## config.mk

```make
export PLATFORM = sky130hd
export DESIGN_NAME = bti_arb2_flat
export DESIGN_NICKNAME = d
export VERILOG_FILES = /design/src/rtl/bti_pkg.sv /design/src/rtl/bti_arb2_if.sv /design/src/rtl/bti_id_fifo.sv /design/src/rtl/bti_arb2.sv /design/src/flat_wrapper.sv
export SDC_FILE = /design/constraint.sdc
export NUM_CORES = 1
export LEC_CHECK = 0
export ABC_CLOCK_PERIOD_IN_PS = 3200
export BUFFER_PORTS_ARGS = -buffer_cell sky130_fd_sc_hd__buf_2
export CAP_MARGIN = 20
export CORE_AREA = 2 2 126 128
export CTS_BUF_LIST = sky130_fd_sc_hd__clkbuf_4 sky130_fd_sc_hd__clkbuf_8
export DETAILED_ROUTE_END_ITERATION = 12
export DIE_AREA = 0 0 128 130
export GPL_ROUTABILITY_DRIVEN = 0
export GPL_TIMING_DRIVEN = 1
export HOLD_SLACK_MARGIN = 0.05
export PLACE_DENSITY_LB_ADDON = 0.15
export SLEW_MARGIN = 5
export SYNTH_ARGS = -nofsm -noshare
export SYNTH_HDL_FRONTEND = slang
export SYNTH_SLANG_ARGS = --single-unit
```

## constraint.sdc

```tcl
create_clock -name clk -period 3.2 [get_ports clk]
set_input_delay 0.16 -clock clk [delete_from_list [all_inputs] [get_ports clk]]
set_output_delay 0.16 -clock clk [all_outputs]
set_load 0.05 [all_outputs]
```

## src/rtl/bti_pkg.sv

```systemverilog
// Shared BTI bus definitions: default widths and request/response payload types.
package bti_pkg;

  localparam int BTI_AW = 32;
  localparam int BTI_DW = 32;

  typedef struct packed {
    logic [BTI_AW-1:0]   addr;
    logic                wr;
    logic [BTI_DW-1:0]   wdata;
    logic [BTI_DW/8-1:0] strb;
  } bti_req_t;

  typedef struct packed {
    logic [BTI_DW-1:0] rdata;
    logic              ok;
  } bti_rsp_t;

endpackage

```

## src/rtl/bti_arb2_if.sv

```systemverilog
// One BTI request/response link; master drives requests, slave drives responses.
interface bti_arb2_if #(
  parameter int AW = bti_pkg::BTI_AW,
  parameter int DW = bti_pkg::BTI_DW
);

  logic          req_vld;
  logic          req_rdy;
  logic [AW-1:0] req_addr;
  logic          req_wr;
  logic [DW-1:0] req_wdata;
  logic [DW/8-1:0] req_strb;

  logic          rsp_vld;
  logic          rsp_rdy;
  logic [DW-1:0] rsp_rdata;
  logic          rsp_ok;

  modport master (
    output req_vld, req_addr, req_wr, req_wdata, req_strb, rsp_rdy,
    input  req_rdy, rsp_vld, rsp_rdata, rsp_ok
  );

  modport slave (
    input  req_vld, req_addr, req_wr, req_wdata, req_strb, rsp_rdy,
    output req_rdy, rsp_vld, rsp_rdata, rsp_ok
  );

endinterface

```

## src/rtl/bti_id_fifo.sv

```systemverilog
// Small synchronous FIFO with combinational head read; a push is accepted
// when full only if a pop happens in the same cycle.
module bti_id_fifo #(
  parameter int W     = 1,
  parameter int DEPTH = 4
) (
  input  logic                       clk,
  input  logic                       srst,
  input  logic                       push,
  input  logic [W-1:0]               push_data,
  input  logic                       pop,
  output logic [W-1:0]               pop_data,
  output logic [$clog2(DEPTH):0]     count
);

  localparam int PW = $clog2(DEPTH);
  localparam int CW = PW + 1;

  logic [W-1:0]  mem_reg [DEPTH];
  logic [PW-1:0] wr_ptr_reg, wr_ptr_next;
  logic [PW-1:0] rd_ptr_reg, rd_ptr_next;
  logic [CW-1:0] count_reg, count_next;
  logic          full, empty, do_push, do_pop;

  assign full    = (count_reg == CW'(DEPTH));
  assign empty   = (count_reg == '0);
  assign do_pop  = pop & ~empty;
  assign do_push = push & (~full | do_pop);

  always_comb begin
    wr_ptr_next = wr_ptr_reg;
    rd_ptr_next = rd_ptr_reg;
    count_next  = count_reg + CW'(do_push) - CW'(do_pop);
    if (do_push) wr_ptr_next = wr_ptr_reg + 1'b1;
    if (do_pop)  rd_ptr_next = rd_ptr_reg + 1'b1;
  end

  always_ff @(posedge clk) begin
    if (srst) begin
      wr_ptr_reg <= '0;
      rd_ptr_reg <= '0;
      count_reg  <= '0;
    end else begin
      wr_ptr_reg <= wr_ptr_next;
      rd_ptr_reg <= rd_ptr_next;
      count_reg  <= count_next;
    end
  end

  // Storage needs no reset: entries are only read while count says they are live.
  always_ff @(posedge clk) begin
    if (do_push) mem_reg[wr_ptr_reg] <= push_data;
  end

  assign pop_data = mem_reg[rd_ptr_reg];
  assign count    = count_reg;

endmodule

```

## src/rtl/bti_arb2.sv

```systemverilog
// Two-master to one-slave BTI arbiter: round-robin grant locked until handshake,
// responses steered back to the issuer through an in-order source-ID FIFO.
module bti_arb2
  import bti_pkg::*;
#(
  parameter int AW      = BTI_AW,
  parameter int DW      = BTI_DW,
  parameter int MAX_OUT = 4
) (
  input  logic       clk,
  input  logic       rst,
  bti_arb2_if.slave  m0,
  bti_arb2_if.slave  m1,
  bti_arb2_if.master s,
  output logic       err
);

  localparam int CW = $clog2(MAX_OUT) + 1;

  logic [1:0]      m_req_vld, m_req_rdy, m_rsp_vld, m_rsp_rdy, m_req_wr;
  logic [AW-1:0]   m_req_addr  [2];
  logic [DW-1:0]   m_req_wdata [2];
  logic [DW/8-1:0] m_req_strb  [2];

  logic            prio_reg, prio_next;
  logic            lock_reg, lock_next;
  logic            lock_id_reg, lock_id_next;
  logic            err_reg, err_next;

  logic            grant, req_open, push, pop, head;
  logic            fifo_full, fifo_empty;
  logic [CW-1:0]   fifo_count;

  // Gather the two master links into indexable form.
  assign m_req_vld      = {m1.req_vld, m0.req_vld};
  assign m_req_wr       = {m1.req_wr, m0.req_wr};
  assign m_rsp_rdy      = {m1.rsp_rdy, m0.rsp_rdy};
  assign m_req_addr[0]  = m0.req_addr;
  assign m_req_addr[1]  = m1.req_addr;
  assign m_req_wdata[0] = m0.req_wdata;
  assign m_req_wdata[1] = m1.req_wdata;
  assign m_req_strb[0]  = m0.req_strb;
  assign m_req_strb[1]  = m1.req_strb;

  assign m0.req_rdy   = m_req_rdy[0];
  assign m1.req_rdy   = m_req_rdy[1];
  assign m0.rsp_vld   = m_rsp_vld[0];
  assign m1.rsp_vld   = m_rsp_vld[1];
  assign m0.rsp_rdata = s.rsp_rdata;
  assign m1.rsp_rdata = s.rsp_rdata;
  assign m0.rsp_ok    = s.rsp_ok;
  assign m1.rsp_ok    = s.rsp_ok;

  assign fifo_empty = (fifo_count == '0);
  assign fifo_full  = (fifo_count == CW'(MAX_OUT));

  // Response side: steer to the oldest outstanding issuer; with nothing
  // outstanding the response is swallowed so the slave never stalls.
  assign pop       = ~rst & s.rsp_vld & ~fifo_empty & m_rsp_rdy[head];
  assign s.rsp_rdy = rst | fifo_empty | m_rsp_rdy[head];

  // A full FIFO still admits a request when a response retires this cycle,
  // which leaves a combinational path from the response handshake to s.req_vld.
  assign req_open = ~rst & ~(fifo_full & ~pop);

  always_comb begin
    grant = prio_reg;
    if (lock_reg) begin
      grant = lock_id_reg;
    end else if (!m_req_vld[prio_reg] && m_req_vld[~prio_reg]) begin
      grant = ~prio_reg;
    end
  end

  genvar gi;
  generate
    for (gi = 0; gi < 2; gi++) begin : g_master
      assign m_req_rdy[gi] = req_open & s.req_rdy & (grant == 1'(gi));
      assign m_rsp_vld[gi] = ~rst & s.rsp_vld & ~fifo_empty & (head == 1'(gi));
    end
  endgenerate

  assign s.req_vld   = req_open & m_req_vld[grant];
  assign s.req_addr  = m_req_addr[grant];
  assign s.req_wr    = m_req_wr[grant];
  assign s.req_wdata = m_req_wdata[grant];
  assign s.req_strb  = m_req_strb[grant];

  assign push = s.req_vld & s.req_rdy;

  always_comb begin
    prio_next    = prio_reg;
    lock_next    = lock_reg;
    lock_id_next = lock_id_reg;
    err_next     = err_reg;
    if (push) begin
      prio_next = ~grant;
      lock_next = 1'b0;
    end else if (s.req_vld) begin
      lock_next    = 1'b1;
      lock_id_next = grant;
    end
    if (s.rsp_vld && fifo_empty) err_next = 1'b1;
  end

  always_ff @(posedge clk) begin
    if (rst) begin
      prio_reg    <= 1'b0;
      lock_reg    <= 1'b0;
      lock_id_reg <= 1'b0;
      err_reg     <= 1'b0;
    end else begin
      prio_reg    <= prio_next;
      lock_reg    <= lock_next;
      lock_id_reg <= lock_id_next;
      err_reg     <= err_next;
    end
  end

  bti_id_fifo #(
    .W     (1),
    .DEPTH (MAX_OUT)
  ) u_id_fifo (
    .clk       (clk),
    .srst      (rst),
    .push      (push),
    .push_data (grant),
    .pop       (pop),
    .pop_data  (head),
    .count     (fifo_count)
  );

  assign err = err_reg;

endmodule

```

## src/flat_wrapper.sv

```systemverilog
// flat-port wrapper written by rule: the top's interface ports become plain ports
module bti_arb2_flat import bti_pkg::*;
#(
  parameter int AW      = BTI_AW,
  parameter int DW      = BTI_DW,
  parameter int MAX_OUT = 4
)
  (clk, rst, err, m0_req_vld, m0_req_addr, m0_req_wr, m0_req_wdata, m0_req_strb, m0_rsp_rdy, m0_req_rdy, m0_rsp_vld, m0_rsp_rdata, m0_rsp_ok, m1_req_vld, m1_req_addr, m1_req_wr, m1_req_wdata, m1_req_strb, m1_rsp_rdy, m1_req_rdy, m1_rsp_vld, m1_rsp_rdata, m1_rsp_ok, s_req_vld, s_req_addr, s_req_wr, s_req_wdata, s_req_strb, s_rsp_rdy, s_req_rdy, s_rsp_vld, s_rsp_rdata, s_rsp_ok);
  bti_arb2_if #(.AW(AW), .DW(DW)) m0_i ();
  bti_arb2_if #(.AW(AW), .DW(DW)) m1_i ();
  bti_arb2_if #(.AW(AW), .DW(DW)) s_i ();
  input  logic clk;
  input  logic rst;
  output logic err;
  input wire logic [$bits(m0_i.req_vld)-1:0] m0_req_vld;
  input wire logic [$bits(m0_i.req_addr)-1:0] m0_req_addr;
  input wire logic [$bits(m0_i.req_wr)-1:0] m0_req_wr;
  input wire logic [$bits(m0_i.req_wdata)-1:0] m0_req_wdata;
  input wire logic [$bits(m0_i.req_strb)-1:0] m0_req_strb;
  input wire logic [$bits(m0_i.rsp_rdy)-1:0] m0_rsp_rdy;
  output wire logic [$bits(m0_i.req_rdy)-1:0] m0_req_rdy;
  output wire logic [$bits(m0_i.rsp_vld)-1:0] m0_rsp_vld;
  output wire logic [$bits(m0_i.rsp_rdata)-1:0] m0_rsp_rdata;
  output wire logic [$bits(m0_i.rsp_ok)-1:0] m0_rsp_ok;
  input wire logic [$bits(m1_i.req_vld)-1:0] m1_req_vld;
  input wire logic [$bits(m1_i.req_addr)-1:0] m1_req_addr;
  input wire logic [$bits(m1_i.req_wr)-1:0] m1_req_wr;
  input wire logic [$bits(m1_i.req_wdata)-1:0] m1_req_wdata;
  input wire logic [$bits(m1_i.req_strb)-1:0] m1_req_strb;
  input wire logic [$bits(m1_i.rsp_rdy)-1:0] m1_rsp_rdy;
  output wire logic [$bits(m1_i.req_rdy)-1:0] m1_req_rdy;
  output wire logic [$bits(m1_i.rsp_vld)-1:0] m1_rsp_vld;
  output wire logic [$bits(m1_i.rsp_rdata)-1:0] m1_rsp_rdata;
  output wire logic [$bits(m1_i.rsp_ok)-1:0] m1_rsp_ok;
  output wire logic [$bits(s_i.req_vld)-1:0] s_req_vld;
  output wire logic [$bits(s_i.req_addr)-1:0] s_req_addr;
  output wire logic [$bits(s_i.req_wr)-1:0] s_req_wr;
  output wire logic [$bits(s_i.req_wdata)-1:0] s_req_wdata;
  output wire logic [$bits(s_i.req_strb)-1:0] s_req_strb;
  output wire logic [$bits(s_i.rsp_rdy)-1:0] s_rsp_rdy;
  input wire logic [$bits(s_i.req_rdy)-1:0] s_req_rdy;
  input wire logic [$bits(s_i.rsp_vld)-1:0] s_rsp_vld;
  input wire logic [$bits(s_i.rsp_rdata)-1:0] s_rsp_rdata;
  input wire logic [$bits(s_i.rsp_ok)-1:0] s_rsp_ok;
  assign m0_i.req_vld = m0_req_vld;
  assign m0_i.req_addr = m0_req_addr;
  assign m0_i.req_wr = m0_req_wr;
  assign m0_i.req_wdata = m0_req_wdata;
  assign m0_i.req_strb = m0_req_strb;
  assign m0_i.rsp_rdy = m0_rsp_rdy;
  assign m0_req_rdy = m0_i.req_rdy;
  assign m0_rsp_vld = m0_i.rsp_vld;
  assign m0_rsp_rdata = m0_i.rsp_rdata;
  assign m0_rsp_ok = m0_i.rsp_ok;
  assign m1_i.req_vld = m1_req_vld;
  assign m1_i.req_addr = m1_req_addr;
  assign m1_i.req_wr = m1_req_wr;
  assign m1_i.req_wdata = m1_req_wdata;
  assign m1_i.req_strb = m1_req_strb;
  assign m1_i.rsp_rdy = m1_rsp_rdy;
  assign m1_req_rdy = m1_i.req_rdy;
  assign m1_rsp_vld = m1_i.rsp_vld;
  assign m1_rsp_rdata = m1_i.rsp_rdata;
  assign m1_rsp_ok = m1_i.rsp_ok;
  assign s_req_vld = s_i.req_vld;
  assign s_req_addr = s_i.req_addr;
  assign s_req_wr = s_i.req_wr;
  assign s_req_wdata = s_i.req_wdata;
  assign s_req_strb = s_i.req_strb;
  assign s_rsp_rdy = s_i.rsp_rdy;
  assign s_i.req_rdy = s_req_rdy;
  assign s_i.rsp_vld = s_rsp_vld;
  assign s_i.rsp_rdata = s_rsp_rdata;
  assign s_i.rsp_ok = s_rsp_ok;
  bti_arb2 #(.AW(AW), .DW(DW), .MAX_OUT(MAX_OUT)) u_core (.clk(clk), .rst(rst), .m0(m0_i), .m1(m1_i), .s(s_i), .err(err));
endmodule
```

# Word-level counts from Yosys, hierarchy flattened
# Memory sizes are Yosys's and may differ from the RTL's. A register that Yosys moved wholly into a read port is not among the register bits.
# Cells that the tools add are included.
# word_totals
latch_bits,0
in_bits,179
output_inout_bits,142
reg_bits,11
mem_bits_ro,0
mem_count,1
mem_bits_rw,4
elab_cells,76
# op_classes
shifts,0
muxes,25
n_div,0
n_reduce_logical,6
bitwise,27
mul,0
n_addsub,4
eq_ne,1
magnitude_cmp,5
# mem_list
name,depth,width,read_ports,rd_clocked_by_memory_dff,write_ports,line,rtl
u_core.u_id_fifo.mem_reg,4,1,1,1,1,bti_id_fifo.sv:19,logic [W-1:0] mem_reg [DEPTH];
# op_table
cell,n
$mux W32,6
$and A1 B1 Y1,14
$mux W1,14
$mux W4,3
$not A1 Y1,9
$lt A1 B2 Y1 const B,4
$add A2 B1 Y2 const B,2
$mux W2,2
$add A3 B1 Y3,1
$eq A3 B3 Y1 const B,1
$logic_not A3 Y1,1
$or A1 B1 Y1,3
$sub A3 B1 Y3,1
$ge A2 B2 Y1 const B,1
$logic_and A1 B1 Y1,2
$not A1 Y2,1
$reduce_and A2 Y1,1
$reduce_or A2 Y1,1
$logic_not A1 Y1,1

# Depth between registers and ports, before layout
# Gate-level depths: netlist of run 1.
# depth
depth_word,13
ltp_mapped,13

# By module
# A second synthesis of run 1 with hierarchy kept.
# unflattened
hier_cells,235
hier_area_um2,2499.9
# modules_own_cells
mod,cells_per_inst,area_each_um2,n_inst
bti_arb2,183,1894.3,1
bti_id_fifo,52,605.6,1

# Worst setup path after synthesis of run 1
# Ideal clock, no wire load.
# synth_timing
kind,reg2reg
start,reg with a tool-made name
end,"reg u_core.u_id_fifo.count_reg[2], in the netlist u_core.u_id_fifo.count[2]"
setup_slack_ps,365
t_required_ps,3072
path_stages_with_launch,13
setup_ps,128
arrival_time_ps,2708
cell_sequence,dfxtp_1 > mux4_2 > mux2i_2 > o211ai_4 > and2_4 > nand2_1 > ha_1 > inv_1 > ha_1 > fa_1 > xnor2_1 > xnor2_1 > nor2_1
# synth_lines
element,line,rtl
"end signal, assigned",bti_id_fifo.sv:46,count_reg <= count_next;
"end, declared",bti_id_fifo.sv:22,"logic [CW-1:0] count_reg, count_next;"

==> results summary, run 1 <==
The flow ran to the end, and the final reports show no timing, DRC or antenna violations. The critical path's top delay family is adder cells. The portion of the post-synthesis area used by sequential elements came out at 0.171. The count of yosys warnings during synthesis came out at 0. The post-route clock period utilization is 0.953. The final critical path time including I/O delays and setup is between 3000 and 4000 ps. The number of enable-type register cells in the synthesized netlist came out at 4. In this run the tightest slew margin relative to its limit is 0.477. The count of standard-cell rows came out at 46. The number of DRC markers in iteration 0 is 92. The cell sitting at the root of the clock tree is a sky130_fd_sc_hd__clkbuf_8. The finished layout cell area came out at 0.00313 sq mm. By count the netlist is led by sky130_fd_sc_hd__nand2_1 (213), sky130_fd_sc_hd__buf_4 (66), sky130_fd_sc_hd__clkbuf_1 (16), sky130_fd_sc_hd__nor2_1 (16), sky130_fd_sc_hd__dfxtp_1 (13). The class of the tightest hold or removal check is primary input to flip-flop. Once placement finished, the instance area stood at 0.00306 sq mm.

The slowest stage of the critical path is the sky130_fd_sc_hd__mux4_2 cell. The data arrival at the endpoint of the critical path came out at 3190 ps. In this run the power density over the cells is 636 mW/mm^2.

Among all flip-flop cells after synthesis, the most frequent one is sky130_fd_sc_hd__dfxtp_1. The category of the most critical setup path is flip-flop to flip-flop. The total wirelength of the detailed-routed design is between 10000 and 15000 um. The async set-or-reset flop fraction in the synthesized netlist is 0. The multiplexer share of the synthesized area is 0.0275. Based on the critical path, the design can be clocked at up to roughly 0.33 GHz. The filler cells instantiated in the layout total 1843.

At the pin with the least slew margin, the transition time is 784 ps. The share of final-layout standard cells stronger than drive strength 1 came out at 0.456. The global routing stage identified its most utilized layer as met2.

After detailed routing, the average wire length per cell comes to 15.1 um. By area, the combinational part of the netlist is dominated by simple AND/OR/NAND/NOR gates. The number of failing hold endpoints at the final stage came out at 0. Measured on the finished design, the core utilization comes to 0.203. Yosys instantiated no cell more often than sky130_fd_sc_hd__nand2_1. The total setup violations reported at the end of the flow is 0. The number of sinks driven by the clock tree came out at 17. The share of the synthesized area in the top cell type came out at 0.359. The worst setup path is launched from a flip-flop. Buffers inserted to repair hold after CTS numbered 0. The length of the first detailed-routing pass in iterations is 4. Detailed routing inserted a total of 2736 vias.

The global-route track usage on met1 came out at 0.129. The width of the chip is 128 um. The count of buffers from port buffering came out at between 200 and 250.

The complex-gate fraction of the synthesized area is 0.0393. The pin count of the biggest net entering global routing is 76. The number of global-route vias before repair is approximately 2300.

The total overflow left after global routing is 0. The first-pass GRT wire length is roughly 14000 um. The number of buffers and inverters on the critical path came out at 1. The H-tree level count came out at 1.

The share of synthesized cell area in full adder, half adder and majority cells came out at 0.0427. The met3 track demand over resource is 0.0287. The total die area came out at about 0.017 sq mm. Of all cell types, the one taking the most synthesized area is sky130_fd_sc_hd__nand2_1.

The number of instances in the synthesized netlist came out at 379. The chip height is between 100 and 150 um. The insertion delay to the later sink of the worst-skew pair came out at 250 ps.

Counting flops and latches in the post-synthesis netlist gives 17. The clock transition at the registers of the reported paths is 70 ps. OpenSTA, run right after detailed placement, puts the worst setup slack at 123 ps. The boundary pin count is 321. The total negative slack for setup checks is 0 ps. VDD sags by at most 0.160 mV. The overall routing resource usage is 0.113.

The count of antenna-violating nets left after detailed routing came out at 0. After synthesis, the cell types taking the most area are sky130_fd_sc_hd__nand2_1 (36%), sky130_fd_sc_hd__buf_4 (22%), sky130_fd_sc_hd__dfxtp_1 (12%). The slack of the critical path came out at 151 ps. The maximum root-to-sink buffer count is 2.

Along the worst path, the maximum fanout reaches 7. The number of design rule violations left after detail routing came out at 0. Walking the worst path, the cells encountered are mux4_2, mux2i_2, o211ai_4, and2_4, nand2_1, ha_1, inv_1, ha_1, fa_1, xnor2_2, xnor2_1, nor2_1.

The cell area that synthesis handed to floorplanning was 0.00223 sq mm. In this design, the stage delay of the slowest critical-path cell is between 500 and 600 ps. The number of nets in the layout came out at approximately 700.

By instance count, the cell type seen most on the critical path is sky130_fd_sc_hd__ha_1. The required time reported for the critical path endpoint came out at between 3000 and 4000 ps. The detailed placement HPWL came out at 9560 um. The leakage power of the design is 1.93 nW. The worst setup path is captured at a flip-flop. The number of antenna diodes came out at 0.

The number of nets in the synthesized netlist is roughly 570. The via-per-instance ratio is around 3.8. The number of buffers added by the clock tree synthesis step is 3. The mean instance size in the synthesized netlist is 5.87 sq um.

The worst clock skew on the final layout came out at slightly below 0.8 ps. The area growth from synthesis to layout is 40.7%. The initial antenna violation count is 0. The xor and xnor fraction of the mapped netlist area came out at 0.0157.

The core box area is ~0.015 sq mm. The synthesized-area fraction occupied by and/or/nand/nor cells came out at 0.442. The total power draw came out at 1.99 mW. The number of pins with negative max-slew slack in the final report is 0. The count of different cell masters after synthesis came out at 31. The clock tree from TritonCTS is built.

The max-cap violation count came out at 0. The initial utilization of the core area, before any placement, comes to 0.144. The met2 routing resource usage after global routing is 0.210.
==> routing by layer <==
layer,wire [um],vias up
met2,5750,170
li1,-,1392
met3,864,6
met5,0,-
met1,4060,1168
met4,219,0
==> path summary, 6_finish.rpt <==
path | to | slack [ps] | start | cells after the start
max reg2reg | u_core.u_id_fifo.count[2] | 150 | u_core.u_id_fifo.mem_reg[2] | 12
max | u_core.u_id_fifo.count[2] | 150 | u_core.u_id_fifo.mem_reg[2] | 12
min reg2reg | u_core.err | 470 | u_core.err | 2
min | u_core.err | 160 | s_rsp_vld | 3
==> cell families after synthesis <==
logic type / after synthesis
AO/OA/AOI/OAI: 10
XOR/XNOR: 4
adder cells (fa/ha/maj): 7
buffers and inverters: 89
flip-flops: 17
multiplexers: 4
AND/OR/NAND/NOR: 248
==> metrics by stage <==
| step | hold WS [ps] | instances |
|---|---|---|
| floorplan | 294 | 379 |
| global placement | 320 | 714 |
| detailed placement | 320 | 714 |
| CTS | 154 | 718 |
| global route | 169 | 721 |
| finish | 161 | 721 |
==> tightest hold or removal path, stage by stage <==
cell,delay [ps]
sky130_fd_sc_hd__buf_2,90
sky130_fd_sc_hd__a21oi_1,60
sky130_fd_sc_hd__nor2_1,70
==> cell usage in the layout (no fill, tap or decap) <==
| cell type | instances |
|---|---|
| sky130_fd_sc_hd__a21boi_1 | 1 |
| sky130_fd_sc_hd__a21oi_1 | 3 |
| sky130_fd_sc_hd__a311oi_1 | 1 |
| sky130_fd_sc_hd__a31oi_1 | 1 |
| sky130_fd_sc_hd__and2_4 | 1 |
| sky130_fd_sc_hd__and3_1 | 5 |
| sky130_fd_sc_hd__and3_4 | 1 |
| sky130_fd_sc_hd__buf_2 | 221 |
| sky130_fd_sc_hd__buf_4 | 7 |
| sky130_fd_sc_hd__clkbuf_8 | 3 |
| sky130_fd_sc_hd__clkinv_2 | 1 |
| sky130_fd_sc_hd__dfxtp_1 | 13 |
| sky130_fd_sc_hd__edfxtp_1 | 4 |
| sky130_fd_sc_hd__fa_1 | 1 |
| sky130_fd_sc_hd__ha_1 | 6 |
| sky130_fd_sc_hd__inv_1 | 6 |
| sky130_fd_sc_hd__inv_2 | 1 |
| sky130_fd_sc_hd__mux2_4 | 1 |
| sky130_fd_sc_hd__mux2i_1 | 1 |
| sky130_fd_sc_hd__mux2i_2 | 1 |
| sky130_fd_sc_hd__mux4_2 | 1 |
| sky130_fd_sc_hd__nand2_1 | 213 |
| sky130_fd_sc_hd__nand4_1 | 2 |
| sky130_fd_sc_hd__nor2_1 | 16 |
| sky130_fd_sc_hd__nor2b_1 | 6 |
| sky130_fd_sc_hd__nor3_1 | 2 |
| sky130_fd_sc_hd__nor3b_1 | 1 |
| sky130_fd_sc_hd__o211ai_4 | 1 |
| sky130_fd_sc_hd__o2bb2ai_1 | 1 |
| sky130_fd_sc_hd__o31ai_1 | 1 |
| sky130_fd_sc_hd__o31ai_4 | 1 |
| sky130_fd_sc_hd__or3_1 | 1 |
| sky130_fd_sc_hd__xnor2_1 | 3 |
| sky130_fd_sc_hd__xnor2_2 | 1 |
==> report_power, final <==
group          total [mW]  internal (mW)  switching (mW)  leakage [nW]
Sequential          0.287          0.255          0.0321         0.143
Clock               0.161         0.0864          0.0750        0.0255
Combinational        1.54          0.391            1.15          1.76
==> layout make-up <==
class | count | area [sq um] | share of cell area
clock buffers | 3 | 41.3 | 0.0132
flip-flops and latches | 17 | 380 | 0.121
multi-input cells | 273 | 1280 | 0.409
inverters | 7 | 26.3 | 0.00839
repair buffers | 228 | 1160 | 0.370
clock inverters | 1 | 5.00 | 0.00160
well taps | 192 | 240 | 0.0767
==> what timing repair did <==
action                                  CTS  global route
endpoints found under the setup margin    0             1
setup buffers                             0             3
resized for setup                         0             1
Power figures use the tool's default switching activity.
==> run 2: changes to the inputs <==
--- a/config.mk
+++ b/config.mk
@@ -9,7 +9,7 @@
 export BUFFER_PORTS_ARGS = -buffer_cell sky130_fd_sc_hd__buf_2
 export CAP_MARGIN = 20
 export CORE_AREA = 2 2 126 128
-export CTS_BUF_LIST = sky130_fd_sc_hd__clkbuf_4 sky130_fd_sc_hd__clkbuf_8
+export CTS_BUF_LIST = sky130_fd_sc_hd__clkbuf_16
 export DETAILED_ROUTE_END_ITERATION = 12
 export DIE_AREA = 0 0 128 130
 export GPL_ROUTABILITY_DRIVEN = 0
==> run 2 against run 1 <==
  * Sequential share of layout area decreased by 0.10 points
  * Via count increased by 0.84%
  * Total power increased by 4.2%
  * Largest cell class unchanged
  * Highest routed layer unchanged
  * Core utilization increased by 0.17 points
  * Critical endpoint unchanged
  * Combinational power about the same
  * Routed wire length about the same
==> results summary, run 2 (synthesized netlist as in run 1, its figures left out) <==
The maximum resistive drop on vdd came out at 0.165 mV (+3.0%). The path class of the tightest hold or removal check is primary input to flip-flop. The relative slew slack is 0.477 (about the same).

In the layout the commonest cells are sky130_fd_sc_hd__buf_2 (221), sky130_fd_sc_hd__nand2_1 (213), sky130_fd_sc_hd__nor2_1 (16). The worst hold path cell count came out at 3 (unchanged). The total of fill cells in the finished design is 1840 (-0.16%).

The slew at the pin closest to its max-slew limit came to 784 ps (-0.196 ps). The count of standard-cell rows came out at 46 (unchanged). The post-route clock period utilization came out at 0.953 (about the same). The number of design rule violations left after detail routing came out at 0 (unchanged). The number of sinks driven by the clock tree came out at 17 (unchanged). The setup path with the least slack is of type flip-flop to flip-flop. The first-pass GRT wire length came out at 14300 um (about the same). The total wirelength of the detailed-routed design is 10900 um (about the same). The core box area came to 0.0154 sq mm (unchanged).

The number of DRC markers in iteration 0 is 68 (-26%). The effective utilization at floorplan is 0.144 (unchanged). The worst clock skew on the final layout came out at 1.38 ps (+0.610 ps).

The number of failing hold endpoints at the final stage came out at 0 (unchanged). The data arrival at the endpoint of the critical path is 3190 ps (about the same). The insertion delay to the later sink of the worst-skew pair came to 250 ps (about the same). The final critical path time including I/O delays and setup came out at 3050 ps (-1.24 ps). The sum of overflow across all layers after global routing came out at 0 (unchanged). The count of buffers from port buffering is 221 (unchanged).

Among the stages of the critical path, the cell type that occurs most often is sky130_fd_sc_hd__ha_1. The number of global-route vias before repair is 2344 (-0.13%). The largest stage delay on the critical path is 520 ps (about the same). The share of final-layout standard cells stronger than drive strength 1 is 0.455 (-0.00103). The clock transition at the registers of the reported paths is 50 ps (-20 ps). The slack of the critical path came out at 152 ps (+1.24 ps). The maximum net fanout on the critical path came out at 7 (unchanged). The chip height is 130 um (unchanged).

The signal on the critical path passes through mux4_2, mux2i_2, o211ai_4, and2_4, nand2_1, ha_1, inv_1, ha_1, fa_1, xnor2_2, xnor2_1, nor2_1. The initial antenna violation count is 0 (unchanged). The total die area is 0.0166 sq mm (unchanged). The number of antenna diodes is 0 (unchanged). The maximum root-to-sink buffer count came out at 2 (unchanged).

The width of the chip came out at 128 um (unchanged). The path depth of the worst reg2reg path is 12 (unchanged). The H-tree level count is 1 (unchanged).

Leaving out fill and tap cells, the most frequent cell in the layout is sky130_fd_sc_hd__buf_2. The layout overhead on the synthesized area is 41.9%. The total setup violations reported at the end of the flow is 0 (unchanged). The fmax is 0.328 GHz (about the same). The number of nets in the layout came out at 715 (-0.14%). The leakage power of the design is 1.94 nW (+0.56%). The overall routing resource usage was 0.113 (+0.000693). The setup slack after placement came to 123 ps (unchanged). The via-per-instance ratio is 3.83 (+0.98%). In this run the clock root is driven by a sky130_fd_sc_hd__clkbuf_16. The overall via count from detail_route came out at 2759 (+0.84%).

The post-route worst hold slack is 165 ps (+3.77 ps). The total met3 wirelength after detailed routing came out at 911 um (+5.4%). The routed length per placed instance came out at 15.1 um (+0.22%). The total power per unit cell area came to 657 mW/mm^2 (+3.3%).

The met2 wire length came out at 5750 um (about the same). The length of the first detailed-routing pass in iterations is 4 (unchanged). The library cell contributing the largest single delay on the critical path is sky130_fd_sc_hd__mux4_2. The detailed placement HPWL is 9560 um (unchanged). The number of hold buffers added after CTS was 0 (unchanged). The critical path startpoint category is a flip-flop.

The worst setup path is captured at a flip-flop. TritonCTS built the clock tree. The max-cap violation count was 0 (unchanged).

The wire length on met1 is 4020 um (-1.1%). The pin count of the biggest net entering global routing is 76 (unchanged). The number of pins with negative max-slew slack in the final report is 0 (unchanged). The boundary pin count is 321 (unchanged).

The required time reported for the critical path endpoint is 3340 ps (about the same). The number of buffers added by the clock tree synthesis step is 3 (unchanged). The run finished with clean final reports. The highest metal layer carrying signal wires in the routed design is met4. The count of antenna-violating nets left after detailed routing came out at 0 (unchanged).
-- run 2: cell types whose count changed in the layout (fill, tap and decap cells not counted), sizes merged --
| cell | previous run | this run |
|---|---|---|
| buf | 228 | 227 |
-- run 2: critical path, delay by kind of cell, from the launching register on --
family / cells / cell delay [ps]
simple gates: 3 / 330
compound gates: 1 / 270
fa+ha+maj: 3 / 890
buf+inv: 1 / 40
xor+xnor: 2 / 300
flops: 1 / 360
mux: 2 / 740
-- run 2: repair_timing --
item | CTS | global route
resized for setup | 0 | 1
buffers inserted | 0 | 2
endpoints found under the setup margin | 0 | 1
-- run 2: per-layer routing --
layer  track usage  vias to the layer above
met5             0                        -
met4        0.0291                        0
met3        0.0299                        6
met2         0.210                      178
met1         0.129                     1183
li1              -                     1392
-- run 2: report_power, final --
group | internal (mW) | total [mW] | leakage, nW | switching, mW
Clock | 0.167 | 0.252 | 0.0409 | 0.0845
Combinational | 0.386 | 1.53 | 1.76 | 1.15
Sequential | 0.256 | 0.288 | 0.143 | 0.0322
-- run 2: final timing paths --
kind,slack [ps],end,from
setup / recovery,150,u_core.u_id_fifo.count[2],u_core.u_id_fifo.mem_reg[2]
hold / removal,160,u_core.err,s_rsp_vld
setup reg to reg,150,u_core.u_id_fifo.count[2],u_core.u_id_fifo.mem_reg[2]
hold reg to reg,470,u_core.err,u_core.err
-- run 2: final cells by class --
type	count	area [sq um]	area share
multi-input combinational	273	1280	0.405
timing repair buffer	227	1150	0.364
sequential	17	380	0.120
tap	192	240	0.0761
clock buffer	3	75.1	0.0238
inverter	7	26.3	0.00832
clock inverter	1	5.00	0.00158
-- run 2: stage by stage --
| stage | area, sq um | util | setup TNS [ps] | total power [mW] | std cells |
|---|---|---|---|---|---|
| after global routing | 3160 | 0.205 | -2.14 | 2.20 | 720 |
| after floorplan | 2230 | - | 0 | 1.62 | 379 |
| after global placement | 3060 | 0.198 | 0 | 1.82 | 714 |
| after detailed placement | 3060 | 0.198 | 0 | 1.82 | 714 |
| after CTS | 3140 | 0.203 | 0 | 2.08 | 718 |
| final | 3160 | 0.205 | 0 | 2.07 | 720 |
==> run 3: changes to the inputs <==
--- a/config.mk
+++ b/config.mk
@@ -16,6 +16,8 @@
 export GPL_TIMING_DRIVEN = 1
 export HOLD_SLACK_MARGIN = 0.05
 export PLACE_DENSITY_LB_ADDON = 0.15
+export RECOVER_POWER = 50
+export SKIP_LAST_GASP = 1
 export SLEW_MARGIN = 5
 export SYNTH_ARGS = -nofsm -noshare
 export SYNTH_HDL_FRONTEND = slang
==> run 3 against run 2 <==
  * The flow now finishes with violations (capacitance limit, slew limit)
  * Count of clock-buffer cells in the layout stayed put
  * Global-route usage did not move
  * Sequential cell count is the same
  * Hold slack about the same
  * Core utilization about the same
  * First-iteration DRC count shrank 1.5%
  * Via count about the same
  * Worst setup slack hardly changed
  * Non-clock buffer count is the same
  * Clock power is essentially flat
  * Critical path type unchanged
  * Largest cell class unchanged
  * Largest power group unchanged
  * Highest routed layer unchanged
==> results summary, run 3 (synthesized netlist as in run 1, its figures left out) <==
The share of final-layout standard cells stronger than drive strength 1 was 0.449 (-0.00568). The switching portion of total power is 0.610 (-0.000621). The number of sinks driven by the clock tree came out at 17 (unchanged). The required time reported for the critical path endpoint is 3340 ps (about the same). The width of the chip is 128 um (unchanged). STA classifies the critical path endpoint as a flip-flop. The effective utilization at floorplan came out at 0.144 (unchanged). The clock transition at the registers of the reported paths is 50 ps (about the same). The library cells used most frequently in the layout, excluding fill and tap cells, are sky130_fd_sc_hd__buf_2 (218), sky130_fd_sc_hd__nand2_1 (213), sky130_fd_sc_hd__nor2_1 (16). The total power per unit cell area is 659 mW/mm^2 (+0.30%). The via-per-instance ratio came to 3.83 (about the same). The chip height came out at 130 um (unchanged).

The insertion delay to the later sink of the worst-skew pair is 250 ps (about the same). The startpoint of the lowest-slack hold path is s_rsp_vld. The routed length per placed instance is 15.2 um (about the same).

The final reports fail on capacitance limit, slew limit. The total power draw is 2.08 mW (+0.10%). The fmax was 0.328 GHz (about the same).

The overall routing resource usage is 0.113 (unchanged). The cell at the root of the clock tree is sky130_fd_sc_hd__clkbuf_16. The data arrival at the endpoint of the critical path is 3180 ps (about the same). The initial antenna violation count came out at 0 (unchanged). The fraction of power consumed by the clock network is 0.121 (about the same).

The worst register-to-register path begins at u_core.u_id_fifo.mem_reg[2]. The combinational fraction of design power came to 0.740 (about the same). The core box area is 0.0154 sq mm (unchanged). The count of buffers from port buffering came out at 221 (unchanged). The number of failing hold endpoints at the final stage came out at 0 (unchanged).

The maximum net fanout on the critical path is 7 (unchanged). The portion of total power attributed to sequential cells is 0.139 (about the same). The class of the tightest hold or removal check is primary input to flip-flop. The number of pins with negative max-slew slack in the final report came out at 75 (+75). The max-cap violation count came out at 1 (+1). The layout overhead on the synthesized area is 41.6%.

The number of buffers added by the clock tree synthesis step came to 3 (unchanged). The maximum resistive drop on vdd is 0.165 mV (about the same). The count of standard-cell rows is 46 (unchanged). The number of DRC markers in iteration 0 is 67 (-1.5%). The internal portion of total power came out at 0.811 mW (+0.26%).

The slew at the pin closest to its max-slew limit is 1510 ps (+725 ps). The worst clock skew on the final layout came out at 1.38 ps (+0.000980 ps). The H-tree level count is 1 (unchanged). The total of fill cells in the finished design came out at 1842 (+0.11%). The length of the first detailed-routing pass in iterations is 4 (unchanged). The critical path startpoint category is a flip-flop. The total setup violations reported at the end of the flow came to 0 (unchanged). The detailed placement HPWL is 9560 um (unchanged).

Leaving out fill and tap cells, the most frequent cell in the layout is sky130_fd_sc_hd__buf_2. The sum of overflow across all layers after global routing is 0 (unchanged). The slack of the critical path is 152 ps (+0.348 ps). The pin count of the biggest net entering global routing came out at 76 (unchanged). The number of design rule violations left after detail routing came out at 0 (unchanged). The leakage power of the design is 1.93 nW (-0.69%). The number of global-route vias before repair was 2344 (unchanged).

The total wirelength of the detailed-routed design is 10900 um (about the same). The critical path in this run is classified as flip-flop to flip-flop. The total net switching power came to 1.27 mW (about the same). The flow ran to the end, but the final reports show violations. The final design utilization came to 0.204 (-0.000405). The number of antenna diodes is 0 (unchanged). The boundary pin count was 321 (unchanged). The overall via count from detail_route came to 2760 (+0.036%). The setup slack after placement was 123 ps (unchanged). The number of hold buffers added after CTS is 0 (unchanged). Tracing the worst setup path back leads to its startpoint at u_core.u_id_fifo.mem_reg[2].

The post-route clock period utilization is 0.952 (about the same). The relative slew slack came out at -0.00616 (-0.483). The maximum root-to-sink buffer count is 2 (unchanged).

The total die area is 0.0166 sq mm (unchanged). The count of antenna-violating nets left after detailed routing came out at 0 (unchanged). The final critical path time including I/O delays and setup is 3050 ps (-0.348 ps). The number of nets in the layout came out at 715 (unchanged). TritonCTS built the clock tree.

The first-pass GRT wire length came out at 14300 um (unchanged).
run 3: changes by cell type in the layout (fill, tap and decap cells not counted):
cell                       change
sky130_fd_sc_hd__buf_2         -3
sky130_fd_sc_hd__a21boi_0      +1
sky130_fd_sc_hd__buf_4         -1
sky130_fd_sc_hd__clkbuf_1      +3
sky130_fd_sc_hd__a21boi_1      -1
sky130_fd_sc_hd__clkbuf_2      +1
run 3: through the flow:
stage                     area, sq um  std cells  hold slack [ps]  setup TNS, ps
final                            3150        720              165              0
after CTS                        3140        718              158              0
after detailed placement         3060        714              320              0
after global routing             3150        720              181          -2.14
after global placement           3060        714              320              0
after floorplan                  2230        379              294              0
run 3: power by group through the flow:
stage          logic (mW)  registers, mW  clock network, mW
2_1_floorplan        1.32          0.296                  0
3_3_place_gp         1.53          0.292                  0
4_1_cts              1.54          0.288              0.259
3_5_place_dp         1.53          0.292                  0
6_report             1.54          0.288              0.252
5_1_grt              1.64          0.294              0.270
run 3: repair_timing:
item	CTS	global route
setup endpoints to repair	0	1
gates resized for setup	0	1
endpoints found under the hold margin	0	0
buffers inserted	0	2
run 3: critical path: stages, from the launching register on:
cell and delay (ps):
sky130_fd_sc_hd__edfxtp_1 360, sky130_fd_sc_hd__mux4_2 520, sky130_fd_sc_hd__mux2i_2 220, sky130_fd_sc_hd__o211ai_4 270, sky130_fd_sc_hd__and2_4 220, sky130_fd_sc_hd__nand2_1 60, sky130_fd_sc_hd__ha_1 300, sky130_fd_sc_hd__inv_1 40
sky130_fd_sc_hd__ha_1 180, sky130_fd_sc_hd__fa_1 410, sky130_fd_sc_hd__xnor2_2 160, sky130_fd_sc_hd__xnor2_1 140, sky130_fd_sc_hd__nor2_1 50
run 3: cell type report:
type	count	area [sq um]	share of cell area
clock inverter	1	5.00	0.00159
sequential	17	380	0.121
clock buffer	3	75.1	0.0238
inverter	7	26.3	0.00834
timing repair buffer	227	1140	0.363
multi-input combinational	273	1280	0.406
tap	192	240	0.0762
run 3: routing by layer:
layer | share of wire | routed length [um] | vias up | track usage
met5 | 0 | 0 | - | 0
met3 | 0.084 | 913 | 6 | 0.0299
li1 | - | - | 1393 | -
met1 | 0.37 | 4020 | 1183 | 0.129
met2 | 0.53 | 5750 | 178 | 0.210
met4 | 0.021 | 226 | 0 | 0.0291
run 3: path summary, 6_finish.rpt:
check        cells after the start                        end  slack (ps)
max reg2reg                     12  u_core.u_id_fifo.count[2]         150
max                             12  u_core.u_id_fifo.count[2]         150
min                              3                 u_core.err         170
min reg2reg                      2                 u_core.err         480
